$ cat src/rtl/pipe_hazard_ctrl_if.sv
// pipe_hazard_ctrl_if: decode and branch/memory status in, pipeline-advance controls out.
interface pipe_hazard_ctrl_if #(
    parameter int XLEN  = 32,
    parameter int CNT_W = 32
);
    logic [XLEN-1:0]  id_ir;
    logic             id_valid;
    logic             ex_branch_taken;
    logic             mem_ready;
    logic             pc_stall;
    logic             if_id_stall;
    logic             if_id_flush;
    logic             id_ex_bubble;
    logic             pipe_freeze;
    logic [1:0]       fwd_a;
    logic [1:0]       fwd_b;
    logic [CNT_W-1:0] stall_cnt;

    modport master (
        output id_ir, id_valid, ex_branch_taken, mem_ready,
        input  pc_stall, if_id_stall, if_id_flush, id_ex_bubble, pipe_freeze, fwd_a, fwd_b, stall_cnt
    );
    modport slave (
        input  id_ir, id_valid, ex_branch_taken, mem_ready,
        output pc_stall, if_id_stall, if_id_flush, id_ex_bubble, pipe_freeze, fwd_a, fwd_b, stall_cnt
    );
endinterface

$ cat src/rtl/pipe_hazard_ctrl.sv
// pipe_hazard_ctrl: RAW hazard detection, stall/flush/freeze sequencing and EX operand forwarding.
// PIPE_FWD_EN enables forwarding; without it decode stalls until every producer has left WB.
module pipe_hazard_ctrl #(
    parameter int XLEN  = 32,
    parameter int CNT_W = 32
) (
    input logic               clk,
    input logic               reset,
    pipe_hazard_ctrl_if.slave hz
);
    localparam logic [1:0] RUN = 2'd0, LU_STALL = 2'd1, MEM_WAIT = 2'd2;

    typedef struct packed {
        logic       v;
        logic [4:0] rd;
        logic       wr;
        logic       ld;
        logic [4:0] rs1;
        logic [4:0] rs2;
    } slot_t;

    slot_t            dec, ex, mem, wb;
    logic [XLEN-1:0]  ir;
    logic [6:0]       op;
    logic             use1, use2, dep_ex, lu, frz, br, stall;
    logic [1:0]       st, nxt;
    logic [CNT_W-1:0] cnt;
    logic             unused_ok;

    assign ir   = hz.id_ir;
    assign op   = ir[6:0];
    assign use1 = op inside {7'b0110011, 7'b0010011, 7'b0000011, 7'b0100011, 7'b1100011, 7'b1100111};
    assign use2 = op inside {7'b0110011, 7'b0100011, 7'b1100011};
    assign dec  = '{v: hz.id_valid, rd: ir[11:7],
                    wr: (op inside {7'b0110011, 7'b0010011, 7'b0000011, 7'b1101111,
                                    7'b1100111, 7'b0110111, 7'b0010111}) && ir[11:7] != 5'd0,
                    ld: op == 7'b0000011, rs1: ir[19:15], rs2: ir[24:20]};

    assign dep_ex = ex.v && ex.wr && ((use1 && ex.rd == dec.rs1) || (use2 && ex.rd == dec.rs2));

`ifdef PIPE_FWD_EN
    localparam bit LU_HOLD = 1'b0;
    assign lu       = hz.id_valid && ex.ld && dep_ex;
    assign hz.fwd_a = (mem.v && mem.wr && mem.rd == ex.rs1) ? 2'b01 :
                      (wb.v && wb.wr && wb.rd == ex.rs1) ? 2'b10 : 2'b00;
    assign hz.fwd_b = (mem.v && mem.wr && mem.rd == ex.rs2) ? 2'b01 :
                      (wb.v && wb.wr && wb.rd == ex.rs2) ? 2'b10 : 2'b00;
`else
    localparam bit LU_HOLD = 1'b1;
    logic dep_mem, dep_wb;
    assign dep_mem  = mem.v && mem.wr && ((use1 && mem.rd == dec.rs1) || (use2 && mem.rd == dec.rs2));
    assign dep_wb   = wb.v && wb.wr && ((use1 && wb.rd == dec.rs1) || (use2 && wb.rd == dec.rs2));
    assign lu       = hz.id_valid && (dep_ex || dep_mem || dep_wb);
    assign hz.fwd_a = 2'b00;
    assign hz.fwd_b = 2'b00;
`endif

    // Memory wait outranks a taken branch, which squashes any decode-stage stall.
    assign frz   = !hz.mem_ready;
    assign br    = hz.mem_ready && hz.ex_branch_taken;
    assign stall = hz.mem_ready && !hz.ex_branch_taken && lu;

    assign hz.pc_stall     = reset && (frz || stall);
    assign hz.if_id_stall  = reset && (frz || stall);
    assign hz.if_id_flush  = reset && br;
    assign hz.id_ex_bubble = reset && (br || stall);
    assign hz.pipe_freeze  = reset && frz;
    assign hz.stall_cnt    = cnt;

    assign nxt = frz ? MEM_WAIT :
                 (st == MEM_WAIT) ? RUN :
                 (stall && (LU_HOLD || st == RUN)) ? LU_STALL : RUN;

    assign unused_ok = ^{ex.ld, ex.rs1, ex.rs2, mem.ld, mem.rs1, mem.rs2,
                         wb.ld, wb.rs1, wb.rs2, ir[XLEN-1:25]};

    always_ff @(posedge clk or negedge reset) begin
        if (!reset) begin
            ex  <= '0;
            mem <= '0;
            wb  <= '0;
            st  <= RUN;
            cnt <= '0;
        end else begin
            st <= nxt;
            if (frz || stall)
                cnt <= cnt + {{(CNT_W-1){1'b0}}, 1'b1};
            if (!frz) begin
                ex  <= (br || stall) ? '0 : dec;
                mem <= ex;
                wb  <= mem;
            end
        end
    end
endmodule

$ cat src/flat_wrapper.sv
// flat-port wrapper written by rule: the top's interface ports become plain ports
module pipe_hazard_ctrl_flat 
#(
    parameter int XLEN  = 32,
    parameter int CNT_W = 32
)
  (clk, reset, hz_id_ir, hz_id_valid, hz_ex_branch_taken, hz_mem_ready, hz_pc_stall, hz_if_id_stall, hz_if_id_flush, hz_id_ex_bubble, hz_pipe_freeze, hz_fwd_a, hz_fwd_b, hz_stall_cnt);
  pipe_hazard_ctrl_if #(.XLEN(XLEN), .CNT_W(CNT_W)) hz_i ();
  input logic clk;
  input logic reset;
  input wire logic [$bits(hz_i.id_ir)-1:0] hz_id_ir;
  input wire logic [$bits(hz_i.id_valid)-1:0] hz_id_valid;
  input wire logic [$bits(hz_i.ex_branch_taken)-1:0] hz_ex_branch_taken;
  input wire logic [$bits(hz_i.mem_ready)-1:0] hz_mem_ready;
  output wire logic [$bits(hz_i.pc_stall)-1:0] hz_pc_stall;
  output wire logic [$bits(hz_i.if_id_stall)-1:0] hz_if_id_stall;
  output wire logic [$bits(hz_i.if_id_flush)-1:0] hz_if_id_flush;
  output wire logic [$bits(hz_i.id_ex_bubble)-1:0] hz_id_ex_bubble;
  output wire logic [$bits(hz_i.pipe_freeze)-1:0] hz_pipe_freeze;
  output wire logic [$bits(hz_i.fwd_a)-1:0] hz_fwd_a;
  output wire logic [$bits(hz_i.fwd_b)-1:0] hz_fwd_b;
  output wire logic [$bits(hz_i.stall_cnt)-1:0] hz_stall_cnt;
  assign hz_i.id_ir = hz_id_ir;
  assign hz_i.id_valid = hz_id_valid;
  assign hz_i.ex_branch_taken = hz_ex_branch_taken;
  assign hz_i.mem_ready = hz_mem_ready;
  assign hz_pc_stall = hz_i.pc_stall;
  assign hz_if_id_stall = hz_i.if_id_stall;
  assign hz_if_id_flush = hz_i.if_id_flush;
  assign hz_id_ex_bubble = hz_i.id_ex_bubble;
  assign hz_pipe_freeze = hz_i.pipe_freeze;
  assign hz_fwd_a = hz_i.fwd_a;
  assign hz_fwd_b = hz_i.fwd_b;
  assign hz_stall_cnt = hz_i.stall_cnt;
  pipe_hazard_ctrl #(.XLEN(XLEN), .CNT_W(CNT_W)) u_core (.clk(clk), .reset(reset), .hz(hz_i));
endmodule
$ cat config.mk
export PLATFORM = sky130hd
export DESIGN_NAME = pipe_hazard_ctrl_flat
export DESIGN_NICKNAME = d
export VERILOG_FILES = /design/src/rtl/pipe_hazard_ctrl_if.sv /design/src/rtl/pipe_hazard_ctrl.sv /design/src/flat_wrapper.sv
export SDC_FILE = /design/constraint.sdc
export NUM_CORES = 1
export LEC_CHECK = 0
export CAP_MARGIN = 10
export CORE_UTILIZATION = 48
export DETAILED_ROUTE_END_ITERATION = 12
export GPL_ROUTABILITY_DRIVEN = 1
export PLACE_DENSITY = 0.84
export SLEW_MARGIN = 20
export SYNTH_ARGS = -nofsm -noshare
export SYNTH_HDL_FRONTEND = slang
export SYNTH_SLANG_ARGS = --single-unit
$ cat constraint.sdc
create_clock -name clk -period 2.78 [get_ports clk]
set_clock_uncertainty 0.1 [all_clocks]
set_input_delay 0.278 -clock clk [delete_from_list [all_inputs] [get_ports clk]]
set_output_delay 0.278 -clock clk [all_outputs]
set_load 0.02 [all_outputs]
==> results of run 1 <==
[worst reg2reg max path: stages (launching register included)]
cell and delay [ns]:
dfrtp_1 0.42, xor2_1 0.16, or4_4 0.53, nor4_4 0.16
a41oi_2 0.09, a31oi_4 0.23, buf_4 0.34, mux2_1 0.37
[report_power, final]
group	total [W]	switching, W	internal [W]
Combinational	0.000445	0.000213	0.000232
Sequential	0.000932	0.0000905	0.000842
Clock	0.000497	0.000235	0.000262
Total	0.00187	0.000538	0.00134
[worst paths after layout]
kind	from	slack (ns)	depth (start not counted)	to
setup / recovery	hz_id_ir[24]	0.03	9	hz_id_ex_bubble
max in group asynchronous	reset	1.79	3	u_core.mem[14]$_DFFE_PN0P_
min in group clk	u_core.hz.stall_cnt[31]$_DFFE_PN0P_	0.39	1	u_core.hz.stall_cnt[31]$_DFFE_PN0P_
hold reg to reg	u_core.hz.stall_cnt[31]$_DFFE_PN0P_	0.39	1	u_core.hz.stall_cnt[31]$_DFFE_PN0P_
setup reg to reg	u_core.wb[16]$_DFFE_PN0P_	0.27	7	u_core.hz.stall_cnt[1]$_DFFE_PN0P_
hold / removal	reset	0.24	2	u_core.ex[14]$_DFFE_PN0P_
[per-layer routing]
metal,vias up,share of wire
met2,78,0.48
met3,15,0.061
met4,0,0.021
met5,-,0
met1,1077,0.43
li1,1074,-
[cells by family (layout without fill, tap and decap cells)]
logic type	Yosys count	in the layout	share of synthesized area
mux	15	15	0.0592
compound gates	18	18	0.0565
other cells	1	4	0.00131
simple gates	94	94	0.190
flops	53	53	0.465
buf+inv	17	101	0.0368
xor+xnor	61	61	0.187
fa+ha+maj	1	1	0.00438
[stage by stage]
| step | worst slack [ns] | area [um2] | total power, W | TNS (ns) |
|---|---|---|---|---|
| after detailed placement | -0.442 | 3690 | 0.00139 | -2.22 |
| after floorplan | 0.239 | 2870 | 0.00117 | 0 |
| after CTS | 0.00452 | 3800 | 0.00189 | 0 |
| final | 0.0347 | 3810 | 0.00187 | 0 |
| after global placement | -0.414 | 3690 | 0.00137 | -1.13 |
| after global routing | -0.0400 | 3810 | 0.00197 | -0.0400 |
[cell type report]
| cell class | instances | share of cell area |
|---|---|---|
| timing repair buffer | 90 | 0.216 |
| sequential | 53 | 0.348 |
| inverter | 4 | 0.00394 |
| clock buffer | 5 | 0.0181 |
| tap | 72 | 0.0237 |
| clock inverter | 2 | 0.00920 |
| multi-input combinational | 193 | 0.381 |
[what timing repair did]
| item | in CTS | in global routing |
|---|---|---|
| gates cloned | 0 | 0 |
| hold endpoints to repair | 18 | 0 |
| setup endpoints to repair | 3 | 1 |
| gates resized for setup | 14 | 4 |
| hold buffers | 1 | 0 |
[state kept, by name, summed over array words and instances, names as in the netlist]
| register | cells |
|---|---|
| u_core.mem | 7 |
| u_core.hz.stall_cnt | 32 |
| u_core.wb | 7 |
| u_core.ex | 7 |
[placed cells by master, fill, tap and decap left out, drive strengths merged, types with 3 or more instances in the layout]
master         netlist  layout
clkdlybuf4s50        0      57
dfrtp               53      53
xnor2               37      37
buf                 10      30
xor2                24      24
nand4               17      17
nand3               16      16
mux2                15      15
and3                12      12
nand2               11      11
nor2b                9       9
nor2                 9       9
nor4                 7       7
a31o                 5       5
clkbuf               3       5
nor3                 5       5
inv                  4       4
conb                 1       4
and2                 3       3
or4                  3       3
==> impl_metrics.tcl, run 1 <==
set metrics [dict create \
    drt_iter0_markers 49 \
    yosys.area.top_type "dfrtp_1" \
    yosysTopAreaCellShare 0.465 \
    drive_gt1_frac 0.173 \
    hpwl_um 4820 \
    cp.buffers_inverters 2 \
    post-route-util 0.679 \
    cellLeakagePower_nw 1.65 \
    fin_cells 419 \
    drc 0 \
    critPathKind "primary input to primary output" \
    setup_viol 0 \
    path_cells "clkdlybuf4s50_1, xor2_1, or4_4, nor4_4, a41oi_2, a21bo_1, o21ba_2, nor2_1, buf_4" \
    synth-edff-count 0 \
    postSynthAreaPerCell_um2 11.0 \
    peakVddDrop_v 0.000575 \
    worst-endpoint-required_ns 2.40 \
    clockBufferDepth 2 \
    powerDensity_nw_per_um2 492 \
    grt_max_degree 33 \
    yosysWarnings 0 \
    drt-wirelength-per-cell_um 15.8 \
    rows 27 \
    clock_sinks 53 \
    gr-total-overflow 0 \
    use_met3 0.0517 \
    die_h_um 79.1 \
    grt_pass1_wl_um 10800 \
    dp.cells 411 \
    fill_cells 471 \
    yosys.cell_count.top_type "dfrtp_1" \
    ys.flop_type "dfrtp_1" \
    slowest_delay_ns 0.53 \
    min_path_type "primary input to asynchronous set/reset pin" \
    core_area_um2 5610 \
    fin_crit_sh 0.988 \
    ys_seq_elements 53 \
    synth_area_um2 2860 \
    vias 2244 \
    async_flop_share 1.00 \
    initial_core_util 0.509 \
    cpLargestDelayFamily "simple AND/OR/NAND/NOR gates" \
    antenna_found_initial 0 \
    first_pass_iters 4 \
    cts_tree "yes" \
    cp_slowest_cell "or4_4" \
    multiInputGateArea_um2 1450 \
    maxCapViolations 0 \
    gp_congestion 0.913 \
    via_per_inst 5.36 \
    hold_ws_ns 0.240 \
    die-area_um2 6260 \
    synth_common_cells "dfrtp_1, xnor2_1, xor2_1" \
    outcome "finished, final reports clean" \
    worstPathMaxFanout 2 \
    numPortBuffers 63 \
    start_kind "primary input" \
    grt_use_met2 0.382 \
    met1_usage 0.275 \
    finalHoldViolations 0 \
    busiest_layer "met2" \
    cts_buffers 5 \
    antenna_cells 0 \
    ant_nets 0 \
    ff_latch_area_um2 1330 \
    clk-insertion-delay-late_ns 0.30 \
    fin_crit_ns 2.75 \
    max_freq_mhz 364 \
    rsz0062_at_grt "yes" \
    clk_pin_slew_ns 0.08 \
    cts.htree.levels 2 \
    syn2layout_area_growth_pct 33.4 \
    post-cts-setup-buffers 0 \
    ios 78 \
    wl_um 6620 \
    clock-root-buffer "clkbuf_8" \
    yosys.cell_types.count 39 \
    dieWidth_um 79.1 \
    slew_violations 0 \
    netlist_instances 260 \
    worstSetupEndpointType "primary output" \
    cp.arrival_ns 2.37 \
    yosys-top-cells-area "dfrtp_1, xnor2_1, xor2_1" \
    layout.nets 385 \
    ys_seq_area_frac 0.465 \
    grt_usage 0.224 \
    grt_pass1_vias 2273 \
]
Note: power is estimated with default switching activity, not from simulation.
==> inputs of run 2 (changes only) <==
ABC_CLOCK_PERIOD_IN_PS = 2780   (was not set)
CORE_MARGIN = 2   (was not set)
==> impl_metrics.tcl, run 2 (synthesis results as in run 1) <==
set metrics [dict create \
    worstSetupEndpointType "primary output" \
    cellLeakagePower_nw 1.66 \
    grt_pass1_wl_um 10500 \
    worstPathMaxFanout 2 \
    path_cells "clkdlybuf4s50_1, xor2_1, or4_4, nor4_4, a41oi_2, a21bo_1, o21ba_4, nor2_4, buf_6" \
    fin_crit_ns 2.71 \
    hpwl_um 4810 \
    setup_viol 0 \
    p_comb_frac 0.244 \
    numPortBuffers 63 \
    initial_core_util 0.488 \
    rsz0062_at_grt "no" \
    ios 78 \
    grt_usage 0.205 \
    max_freq_mhz 369 \
    clk-insertion-delay-late_ns 0.30 \
    internal-power_w 0.00130 \
    cp_slowest_cell "or4_4" \
    antenna_cells 0 \
    cts.htree.levels 2 \
    gp_congestion 0.946 \
    layout_common_cells "clkdlybuf4s50_1, dfrtp_1, xnor2_1, buf_4, xor2_1" \
    peakVddDrop_v 0.000476 \
    vias 2267 \
    wl_um 6470 \
    wl_met3_um 503 \
    cts_tree "yes" \
    cts_buffers 5 \
    cp.arrival_ns 2.33 \
    start_kind "primary input" \
    worst-endpoint-required_ns 2.40 \
    r2r_cells 7 \
    antenna_found_initial 0 \
    via_per_inst 5.31 \
    critPathKind "primary input to primary output" \
    switching_share 0.291 \
    p_seq_frac 0.506 \
    drive_gt1_frac 0.188 \
    p_switching_w 0.000535 \
    core_area_um2 5850 \
    largest_reg_flops 32 \
    fin_crit_sh 0.975 \
    wl_met2_um 2960 \
    slowest_delay_ns 0.53 \
    outcome "finished, final reports clean" \
    maxCapViolations 0 \
    gr-total-overflow 0 \
    wl_met1_um 2940 \
    ant_nets 0 \
    syn2layout_area_growth_pct 35.1 \
    die-area_um2 6580 \
    grt_pass1_vias 2172 \
    dieWidth_um 81.1 \
    clock_sinks 53 \
    final_cell_area_um2 3860 \
    powerDensity_nw_per_um2 477 \
    first_pass_iters 4 \
    min_path_type "primary input to asynchronous set/reset pin" \
    drt_iter0_markers 78 \
    place_area_um2 3710 \
    rows 28 \
    fill_cells 464 \
    drc 0 \
    clock-root-buffer "clkbuf_8" \
    clk_pin_slew_ns 0.08 \
    grt_max_degree 33 \
    die_h_um 81.1 \
    p_clk_frac 0.250 \
    layout.nets 389 \
    clockBufferDepth 2 \
    drt-wirelength-per-cell_um 15.2 \
    finalHoldViolations 0 \
    slew_violations 0 \
    routed.top_layer "met4" \
    fin_tns_setup_ns 0 \
    final_common_cell "clkdlybuf4s50_1" \
]
run 2: through the flow:
stage	util	total power (W)	hold slack (ns)	instances	worst slack, ns
3_3_place_gp	0.635	0.00137	0.0305	417	-0.436
6_report	0.659	0.00184	0.327	427	0.0702
5_1_grt	0.659	0.00194	0.341	427	0.00405
3_5_place_dp	0.635	0.00139	0.0289	417	-0.482
4_1_cts	0.659	0.00186	0.319	427	-0.0622
2_1_floorplan	-	0.00117	-0.118	263	0.239
run 2: final timing paths:
kind / start / end / slack (ns)
max in group asynchronous: reset / u_core.hz.stall_cnt[15]$_DFFE_PN0P_ / 1.74
hold / removal: reset / u_core.mem[17]$_DFFE_PN0P_ / 0.33
setup reg to reg: u_core.wb[16]$_DFFE_PN0P_ / u_core.hz.stall_cnt[1]$_DFFE_PN0P_ / 0.29
hold reg to reg: u_core.hz.stall_cnt[31]$_DFFE_PN0P_ / u_core.hz.stall_cnt[31]$_DFFE_PN0P_ / 0.39
setup / recovery: hz_id_ir[24] / hz_id_ex_bubble / 0.07
min in group clk: u_core.hz.stall_cnt[31]$_DFFE_PN0P_ / u_core.hz.stall_cnt[31]$_DFFE_PN0P_ / 0.39
run 2: metal layers:
layer | track usage | up-vias
li1 | - | 1080
met1 | 0.278 | 1111
met2 | 0.327 | 67
met3 | 0.0556 | 9
met4 | 0.0508 | 0
met5 | 0 | -
run 2: final cells by class:
cell class | instances | area (um2) | share of cell area
repair buffers | 94 | 855 | 0.222
clock inverters | 1 | 5.00 | 0.00130
flip-flops and latches | 53 | 1330 | 0.344
well taps | 75 | 93.8 | 0.0243
inverters | 4 | 15.0 | 0.00389
clock buffers | 7 | 96.3 | 0.0250
multi-input cells | 193 | 1470 | 0.380
run 2: repair_timing:
| action | CTS | global route |
|---|---|---|
| endpoints found under the setup margin | 3 | 3 |
| pin swaps | 3 | 2 |
| cloned | 0 | 0 |
| setup buffers | 0 | 0 |
| gates resized for setup | 23 | 1 |
| hold endpoints to repair | 4 | 0 |
| hold buffers | 2 | 0 |
run 2: worst max-delay path, delay by kind of cell:
kind                   cells  cell delay [ns]
AND/OR/NAND/NOR            3             0.77
buffers and inverters      2             0.56
AO/OA/AOI/OAI              3             0.55
XOR/XNOR                   1             0.18
run 2: power by group through the flow:
stage	Clock [W]	Combinational, W	Sequential, W
after global routing	0.000508	0.000491	0.000940
after detailed placement	0	0.000446	0.000945
after floorplan	0	0.000187	0.000979
after CTS	0.000481	0.000453	0.000930
after global placement	0	0.000434	0.000940
final	0.000460	0.000449	0.000930
